`src/rtl/word_serializer_pkg.sv`:
```
// -----------------------------------------------------------------------------
// word_serializer_pkg
// Shared pipe constants for the 128-bit merge stage and the word serializer
// that follows it. The serializer takes its parameter defaults from here so
// both stages agree on beat and word geometry.
//   PIPE_DATA_WIDTH : beat width in bits
//   PIPE_WORD_WIDTH : serialized word width in bits
//   PIPE_WORDS      : words per beat
//   PIPE_IDX_WIDTH  : width of the word index counter
// -----------------------------------------------------------------------------
package word_serializer_pkg;

    localparam int PIPE_DATA_WIDTH = 128;
    localparam int PIPE_WORD_WIDTH = 32;
    localparam int PIPE_WORDS      = PIPE_DATA_WIDTH / PIPE_WORD_WIDTH;

    // A one-word beat still needs a 1-bit index so the vector is never empty.
    function automatic int idx_width(input int words);
        return (words > 1) ? $clog2(words) : 1;
    endfunction

    localparam int PIPE_IDX_WIDTH = idx_width(PIPE_WORDS);

endpackage

```
`src/rtl/word_serializer.sv`:
```
// -----------------------------------------------------------------------------
// word_serializer
// Splits each DATA_WIDTH beat into WORDS words of WORD_WIDTH bits, lowest word
// first. A beat is presented one cycle after it is accepted. A new beat may be
// accepted on the same edge that the final word of the current beat transfers,
// so back-to-back beats stream with no bubble.
//
// Ports
//   CLK           in   clock, all state on rising edge
//   nRST          in   asynchronous active-low reset
//   in_enq__ENA   in   upstream enqueue strobe
//   in_enq_v      in   upstream beat (DATA_WIDTH)
//   in_enq__RDY   out  beat can be accepted this cycle
//   out_enq__ENA  out  word transfer strobe (valid & downstream ready)
//   out_enq_v     out  current word (WORD_WIDTH), not gated by valid
//   out_enq_last  out  current word is the last word of its beat
//   out_enq__RDY  in   downstream can accept a word
// -----------------------------------------------------------------------------
module word_serializer
    import word_serializer_pkg::*;
#(
    parameter int DATA_WIDTH = PIPE_DATA_WIDTH,
    parameter int WORD_WIDTH = PIPE_WORD_WIDTH
) (
    input  logic                  CLK,
    input  logic                  nRST,
    input  logic                  in_enq__ENA,
    input  logic [DATA_WIDTH-1:0] in_enq_v,
    output logic                  in_enq__RDY,
    output logic                  out_enq__ENA,
    output logic [WORD_WIDTH-1:0] out_enq_v,
    output logic                  out_enq_last,
    input  logic                  out_enq__RDY
);

    localparam int               WORDS    = DATA_WIDTH / WORD_WIDTH;
    localparam int               IDX_W    = idx_width(WORDS);
    localparam logic [IDX_W-1:0] LAST_IDX = IDX_W'(WORDS - 1);

    logic [DATA_WIDTH-1:0] buffer_reg;
    logic                  valid_reg;
    logic [IDX_W-1:0]      idx_reg;

    logic                  at_last;
    logic                  xfer;
    logic                  accept;

    assign at_last = (idx_reg == LAST_IDX);
    assign xfer    = valid_reg & out_enq__RDY;

    // Ready only looks at state and downstream ready, never at the enqueue
    // strobe, so upstream can decide to enqueue without a combinational loop.
    assign in_enq__RDY = ~valid_reg | (at_last & out_enq__RDY);
    assign accept      = in_enq__ENA & in_enq__RDY;

    assign out_enq__ENA = xfer;
    assign out_enq_last = valid_reg & at_last;
    assign out_enq_v    = buffer_reg[int'(idx_reg) * WORD_WIDTH +: WORD_WIDTH];

    always_ff @(posedge CLK or negedge nRST) begin
        if (!nRST) begin
            buffer_reg <= '0;
            valid_reg  <= 1'b0;
            idx_reg    <= '0;
        end else if (accept) begin
            // Also covers the last-word-plus-accept case: the new beat wins.
            buffer_reg <= in_enq_v;
            valid_reg  <= 1'b1;
            idx_reg    <= '0;
        end else if (xfer) begin
            if (at_last) begin
                valid_reg <= 1'b0;
                idx_reg   <= '0;
            end else begin
                idx_reg <= idx_reg + IDX_W'(1);
            end
        end
    end

endmodule

```
`config.mk`:
```
export PLATFORM = sky130hd
export DESIGN_NAME = word_serializer
export DESIGN_NICKNAME = d
export VERILOG_FILES = /design/src/rtl/word_serializer_pkg.sv /design/src/rtl/word_serializer.sv
export SDC_FILE = /design/constraint.sdc
export NUM_CORES = 1
export LEC_CHECK = 0
export BUFFER_PORTS_ARGS = -buffer_cell sky130_fd_sc_hd__buf_4
export CAP_MARGIN = 40
export CORE_ASPECT_RATIO = 1.25
export CORE_MARGIN = 2
export CORE_UTILIZATION = 45
export DETAILED_ROUTE_END_ITERATION = 7
export GPL_TIMING_DRIVEN = 0
export HOLD_SLACK_MARGIN = 0.05
export PLACE_DENSITY = 0.68
export SLEW_MARGIN = 30
export SYNTH_ARGS = -nofsm -noshare
export SYNTH_HDL_FRONTEND = slang
export SYNTH_SLANG_ARGS = --single-unit
```
`constraint.sdc`:
```
create_clock -name CLK -period 2.2 [get_ports CLK]
set_input_delay 0.22 -clock CLK [delete_from_list [all_inputs] [get_ports CLK]]
set_output_delay 0.22 -clock CLK [all_outputs]
set_load 0.01 [all_outputs]
```
# [After elaboration in Yosys (flattened, before gate mapping)]
# Index checks and enable logic that the tools add are counted.
[totals] ff_bits=131 in_bits=132
[classes] addsub=1 n_eq_ne=1 shift=1 mux=6 bitwise_logic=6 n_reduce_logical=3
[ops] cell="128-bit by 8-bit indexed part select with 32-bit output" n=1
[ops] cell="2-bit 2-to-1 mux" n=3
[ops] cell="1-bit AND" n=4
[ops] cell="2-bit nonzero test" n=2
[ops] cell="1-bit 2-to-1 mux" n=3
[ops] cell="2-bit by 1-bit adder with 2-bit output (second input constant)" n=1
[ops] cell="2-bit equality test (second input constant)" n=1
[ops] cell="2-bit AND reduction" n=1
[ops] cell="1-bit inverter" n=1
[ops] cell="1-bit bitwise OR" n=1

# [Logic depth before layout (Yosys ltp)]
# Gate-level depths: netlist of the first run.
[logic_depth] depth_word=6 mapped_depth=5

# [Worst setup path before layout of the first run]
# OpenSTA, ideal clock, no wires.
[synth_path] path_type="flip-flop to output port" start="register idx_reg[0]" end="output out_enq_v[10]" arrival_ns=1.273 t_required_ns=1.980 path_slack_ns=0.707 stages_incl_launch_ff=4 n_path_buf=2 cell_sequence="dfrtp_1 -> buf_2 -> buf_6 -> mux4_2"
[synth_via] elab_chain_cells=1
[synth_lines] item="start, declared" line_no="word_serializer.sv:42" text="logic [IDX_W-1:0] idx_reg;"
[synth_lines] item="start signal, assigned" line_no="word_serializer.sv:75" text="idx_reg <= idx_reg + IDX_W'(1);"
[synth_lines] item="128-bit by 8-bit indexed part select with 32-bit output" line_no="word_serializer.sv:58" text="assign out_enq_v = buffer_reg[int'(idx_reg) * WORD_WIDTH +: WORD_WIDTH];"
[synth_lines] item="end, declared" line_no="word_serializer.sv:31" text="output logic [WORD_WIDTH-1:0] out_enq_v,"
# Every way passes these cells.

# [Worst setup path in the final report of the first run]
[layout_path] start="register idx_reg[0]" end="output in_enq__RDY"
[layout_via] elab_chain_cells=3
[layout_lines] item="2-bit equality test" line_no="word_serializer.sv:48" text="assign at_last = (idx_reg == LAST_IDX);"
[layout_lines] item="1-bit AND" line_no="word_serializer.sv:53" text="assign in_enq__RDY = ~valid_reg | (at_last & out_enq__RDY);"
[layout_lines] item="1-bit bitwise OR" line_no="word_serializer.sv:53"
[layout_lines] item="end, declared" line_no="word_serializer.sv:29" text="output logic in_enq__RDY,"
# Every way passes these cells.

==> flow_summary.yaml, run 1 <==
yosys:
  synth_fa_ha_area_share_pct: 0.164
  ys_seq_elements: 131
  synthesis.yosys.warnings: 0
  number_of_library_cell_types_mapped_by_synthesis: 23
  multiplexer_share_of_the_synthesized_area_pct: 9.43
  synth_top_family_by_area: "compound AO/OA/AOI/OAI gates"
  postSynthAreaPerCell_um2: 12.2
  yosys.cell_count.top_type: "sky130_fd_sc_hd__dfrtp_1"
  synth.cells.most_frequent: "sky130_fd_sc_hd__dfrtp_1 (131), sky130_fd_sc_hd__nand2_1 (130), sky130_fd_sc_hd__inv_1 (129)"
  synth-main-ff-cell: "sky130_fd_sc_hd__dfrtp_1"
  synth_compound_area_share_pct: 27.0
  synth_nets: 760
  netlist_area_um2: 7640
  synth_edf_count: 0
  post_synth_inst_count: 627
  synthDominantCellAreaShare_pct: 42.9
  synth_simple_gate_area_share_pct: 7.17
  synth_xor_area_share_pct: 0
  ys_async_sr_fraction_pct: 100
  seq_area_frac_synth_pct: 42.9
  top_post_synthesis_cells_by_area: "sky130_fd_sc_hd__dfrtp_1 (43%), sky130_fd_sc_hd__o32ai_2 (26%), sky130_fd_sc_hd__mux4_2 (9.4%)"
  netlist.top_cell.by_area: "sky130_fd_sc_hd__dfrtp_1"
finish:
  sequential_cell_area_um2: 3280
  syn_to_final_growth_pct: 27.9
  largest_register_ff_count: 128
  multi_input_area_um2: 3340
  n_antenna_cell: 0
  final_design_area_no_fill_um2: 9770
  drive_gt1_share_pct: 48.5
  final.fill_count: 1435
  final_nets: 946
worst_hold_path:
  worst_hold_path.num_cells: 3
  timing.hold.worst.class: "primary input to flip-flop"
global_routing:
  via_count_of_the_first_global_routing_pass: 5982
  number_of_antenna_violations_at_the_first_check_in_global_routing: 0
  first_pass_grt_wire_length_um: 30700
  grt_ovf: 0
  grt_start_max_net_pins: 83
  global_routing_usage_summed_across_all_routing_layers_pct: 22.6
sta:
  report.final.slew_viol_count: 0
  grt_setup_unrepaired: "no"
  period_minus_slack_ns: 2.14
  hold-worst-slack_ns: 0.0719
  fmaxAchievable_ghz: 0.468
  setup_viol: 0
  worst_pin_slew_ns: 0.521
  hold_viol: 0
  final_cycle_share_pct: 97.1
  max_slew_headroom_pct: 65.3
  timing.clock.skew_ns: 0.0101
  timing.setup.tns_ns: 0
detailed_routing:
  detailroute.via_count: 5554
  top_layer_used: "met4"
  met1_length_um: 7730
  dr.pass1.iters: 4
  route.met3.wl_um: 917
  finalWirelength_um: 19800
  routed-wl-met2_um: 10500
  drtAntennaViolNets: 0
  drt_drc_violations_left: 0
  number_of_drc_markers_in_iteration_0: 290
  vias_per_cell: 5.32
  wire_per_inst_um: 18.9
clocking:
  root_buffer: "sky130_fd_sc_hd__clkbuf_16"
  cts-buffers-inserted: 17
  max-clock-path-buffers: 2
  cts.reportedPaths.clkPinSlew_ns: 0.05
  clock_sink_count: 131
  worst_skew_pair.late_latency_ns: 0.43
  ctsHtreeMaxLevel: 4
  cts_setup_buffers: 0
  cts_tree: "built"
die:
  floorplan.die.width_um: 121
  die-height_um: 150
  core-area_um2: 16700
  io_pins: 167
  die-area_um2: 18000
  initial_core_util_pct: 45.7
  fp-row-count: 53
critical_path:
  critical_path_depth: 6
  worstRegToRegCells: 5
  critPathBufInv: 4
  max_stage_delay_ns: 0.38
  critical_path_peak_fanout: 10
  cp_cell_sequence: "ha_1, a21boi_4, buf_12, buf_8, inv_2, buf_4"
  critical_path.endpoint_type: "output pin"
  cp_data_arrival_time_ns: 1.92
  worst_ep_required_time_ns: 1.98
  slowest_stage: "sky130_fd_sc_hd__dfrtp_1"
  crit_path_class: "flip-flop to output pin"
  worst_setup_path_start_kind: "flip-flop"
  path_delay_family: "buffers and inverters"
place:
  post_detailed_placement_cell_area_um2: 9190
  routability_congestion: 0.797
  io_buffer_count: 165
  dpl.hpwl_um: 14600
power:
  power.density_nw_per_um2: 1410
  vdd_drop_max_mv: 0.607
  leakage_nw: 4.61
run_status:
  run_status: "completed"
job:
  timing.max_cap.violations: 0
==> final timing paths <==
check | from | end | slack (ns)
max | idx_reg[0]$_DFFE_PN0P_ | in_enq__RDY | 0.06
min | in_enq_v[13] | buffer_reg[13]$_DFFE_PN0P_ | 0.07
max reg2reg | idx_reg[0]$_DFFE_PN0P_ | buffer_reg[46]$_DFFE_PN0P_ | 0.59
min reg2reg | buffer_reg[112]$_DFFE_PN0P_ | buffer_reg[112]$_DFFE_PN0P_ | 0.55
max in group asynchronous | nRST | buffer_reg[88]$_DFFE_PN0P_ | 1.15
min in group asynchronous | nRST | buffer_reg[7]$_DFFE_PN0P_ | 0.30
==> layer usage <==
layer,track usage (%),vias to the layer above
li1,-,2584
met1,27.0,2759
met2,39.4,171
met3,4.80,40
met4,9.53,0
met5,0,-
==> cell type report <==
type                            instances  share of cell area (%)
Multi-Input combinational cell        301                    34.2
Clock inverter                          6                   0.820
Sequential cell                       131                    33.6
Inverter                              130                    4.99
Timing Repair Buffer                  167                    13.1
Clock buffer                           24                    4.83
Buffer                                 65                    5.65
Tap cell                              220                    2.82
==> timing repair <==
item                                    in CTS  in global routing
endpoints found under the setup margin       6                 11
hold buffers                                 1                  0
pin swaps                                    0                  1
endpoints found under the hold margin       49                  0
resized for setup                            4                  4
cloned                                       0                  0
==> where the power goes <==
part	switching, mW	internal, mW	total (mW)
sequential	0.761	3.61	4.37
clock	0.988	1.70	2.69
combinational	2.78	3.94	6.72
==> cells by family (layout without fill, tap and decap cells) <==
kind of cell,Yosys count,in the layout
buffers and inverters,195,392
and+or+nand+nor,137,137
AOI/OAI and AO/OA,131,131
DFF,131,131
muxes,32,32
adders and majority gates,1,1
==> cells in the final DEF, fill, tap and decap left out, drive strengths merged, types with 2 or more instances in the layout <==
master / count
dfrtp: 131
mux4: 32
and3: 2
bufinv: 2
buf: 216
o32ai: 128
inv: 130
clkinv: 4
clkbuf: 39
nand2: 130
==> tightest hold or removal path, stage by stage <==
cell	delay, ns
sky130_fd_sc_hd__buf_4	0.08
sky130_fd_sc_hd__nand2_1	0.05
sky130_fd_sc_hd__o32ai_2	0.10
==> per-stage QoR <==
step                      power [mW]  instances  setup WS [ns]  utilization [%]
after CTS                       13.9       1044        0.00259             58.4
after floorplan                 8.97        627          0.707                -
after global placement          10.9       1012          0.436             54.8
final                           13.8       1044         0.0649             58.5
after detailed placement        11.1       1013          0.426             55.0
after global routing            14.5       1044        0.00288             58.5
Note: power is estimated with default switching activity, not from simulation.
==> run 2, diff against run 1 <==
==> constraint.sdc (replaced) <==
create_clock -name CLK -period 2.2 [get_ports CLK]
set_input_delay 0 -clock CLK [delete_from_list [all_inputs] [get_ports CLK]]
set_output_delay 0 -clock CLK [all_outputs]
set_load 0.01 [all_outputs]
==> flow_summary.yaml, run 2 (synthesis gave the netlist of run 1 again) <==
run_status:
  run_status: "completed"
detailed_routing:
  detailroute.via_count: 6135
  finalWirelength_um: 21700
  vias_per_cell: 5.22
  dr.pass1.iters: 4
  drt_drc_violations_left: 0
  number_of_drc_markers_in_iteration_0: 352
  wire_per_inst_um: 18.4
  drtAntennaViolNets: 0
die:
  die-area_um2: 18000
  fp-row-count: 53
  core-area_um2: 16700
  floorplan.die.width_um: 121
  io_pins: 167
  initial_core_util_pct: 45.7
  die-height_um: 150
clocking:
  root_buffer: "sky130_fd_sc_hd__clkbuf_16"
  max-clock-path-buffers: 2
  holdBufCountCts: 132
  cts_setup_buffers: 0
  cts-resized-gates: 0
  cts-buffers-inserted: 17
  ctsHtreeMaxLevel: 4
  worst_skew_pair.late_latency_ns: 0.42
  clock_sink_count: 131
  cts_tree: "built"
  cts.reportedPaths.clkPinSlew_ns: 0.05
power:
  vdd_drop_max_mv: 0.602
  power.density_nw_per_um2: 1270
  leakage_nw: 5.15
finish:
  multi_input_area_um2: 3340
  layout.cells.most_common_list: "sky130_fd_sc_hd__buf_4 (166), sky130_fd_sc_hd__dlygate4sd3_1 (132), sky130_fd_sc_hd__dfrtp_1 (131), sky130_fd_sc_hd__nand2_1 (130), sky130_fd_sc_hd__inv_1 (129)"
  largest_register_ff_count: 128
  syn_to_final_growth_pct: 44.8
  sequential_cell_area_um2: 3280
  final.fill_count: 1263
  drive_gt1_share_pct: 41.8
  n_antenna_cell: 0
  final_common_cell: "sky130_fd_sc_hd__buf_4"
  final_nets: 1077
sta:
  setup_viol: 0
  grt_setup_unrepaired: "no"
  timing.setup.tns_ns: 0
  timing.clock.skew_ns: 0.00708
  final_cycle_share_pct: 89.8
  worst_pin_slew_ns: 0.521
  period_minus_slack_ns: 1.98
  hold_viol: 0
  hold-worst-slack_ns: 0.0900
  fmaxAchievable_ghz: 0.506
  max_slew_headroom_pct: 65.3
  report.final.slew_viol_count: 0
global_routing:
  number_of_antenna_violations_at_the_first_check_in_global_routing: 0
  via_count_of_the_first_global_routing_pass: 6672
  grt_start_max_net_pins: 83
  global_routing_usage_summed_across_all_routing_layers_pct: 24.7
  first_pass_grt_wire_length_um: 33800
  grt_ovf: 0
critical_path:
  critical_path_peak_fanout: 10
  register_to_register_setup_slack_ns: 0.43
  critical_path.endpoint_type: "output pin"
  cp_data_arrival_time_ns: 1.98
  worstRegToRegCells: 5
  worst_setup_path_start_kind: "flip-flop"
  crit_path_class: "flip-flop to output pin"
  rr_endpoint: "idx_reg[0]$_DFFE_PN0P_"
  r2r_start: "idx_reg[0]$_DFFE_PN0P_"
  worst_ep_required_time_ns: 2.20
job:
  timing.max_cap.violations: 0
place:
  routability_congestion: 0.797
  io_buffer_count: 165
  dpl.hpwl_um: 14600
worst_hold_path:
  timing.hold.worst.class: "primary input to async pin"
-- run 2: cell types whose count changed in the layout (fill, tap and decap cells not counted) --
cell and change:
sky130_fd_sc_hd__clkbuf_1 +1, sky130_fd_sc_hd__buf_2 +4, sky130_fd_sc_hd__buf_4 -3, sky130_fd_sc_hd__buf_12 -1
sky130_fd_sc_hd__clkbuf_2 -1, sky130_fd_sc_hd__clkbuf_4 -1, sky130_fd_sc_hd__dlygate4sd3_1 +131, sky130_fd_sc_hd__buf_6 +1
-- run 2: worst max-delay path: stages (launching register included) --
cell and delay (ns):
sky130_fd_sc_hd__dfrtp_1 0.38, sky130_fd_sc_hd__ha_1 0.27, sky130_fd_sc_hd__a21boi_4 0.26, sky130_fd_sc_hd__buf_6 0.26
sky130_fd_sc_hd__buf_8 0.19, sky130_fd_sc_hd__inv_2 0.04, sky130_fd_sc_hd__buf_4 0.13
-- run 2: layout make-up --
| class | instances | area share (%) |
|---|---|---|
| repair buffers | 298 | 23.5 |
| multi-input cells | 301 | 30.2 |
| inverters | 130 | 4.41 |
| clock buffers | 24 | 4.26 |
| plain buffers | 65 | 4.81 |
| well taps | 220 | 2.49 |
| clock inverters | 6 | 0.724 |
| flip-flops and latches | 131 | 29.6 |
-- run 2: how the worst max path moves through the flow --
stage	start	endpoint	cells after the start
after global placement	idx_reg[0]$_DFFE_PN0P_	buffer_reg[100]$_DFFE_PN0P_	5
after CTS	idx_reg[0]$_DFFE_PN0P_	out_enq_v[17]	4
final	idx_reg[0]$_DFFE_PN0P_	in_enq__RDY	6
after floorplan	idx_reg[0]$_DFFE_PN0P_	buffer_reg[0]$_DFFE_PN0P_	5
after detailed placement	idx_reg[0]$_DFFE_PN0P_	buffer_reg[91]$_DFFE_PN0P_	5
after global routing	idx_reg[0]$_DFFE_PN0P_	out_enq_v[11]	4
-- run 2: stage by stage --
stage          cell area, um^2  setup WS, ns  cells  util, %  power (mW)
5_1_grt                  11100         0.134   1175     66.2        14.7
6_report                 11100         0.225   1175     66.2        14.0
2_1_floorplan             7640         0.781    627        -        8.97
3_3_place_gp              9150         0.625   1012     54.8        10.9
4_1_cts                  11100         0.191   1175     66.2        14.1
3_5_place_dp              9190         0.609   1013     55.0        11.1
-- run 2: metal layers --
metal	wire, um	GRT usage [%]	up-vias
met5	0	0	-
met4	580	10.0	0
met3	776	4.80	40
met2	11800	44.7	173
met1	8500	28.4	3071
li1	-	-	2851
-- run 2: where the power goes --
part	internal, mW	leakage (nW)	total [mW]	switching (mW)
combinational	4.07	3.28	6.93	2.86
clock	1.70	0.274	2.69	0.984
sequential	3.61	1.59	4.38	0.767
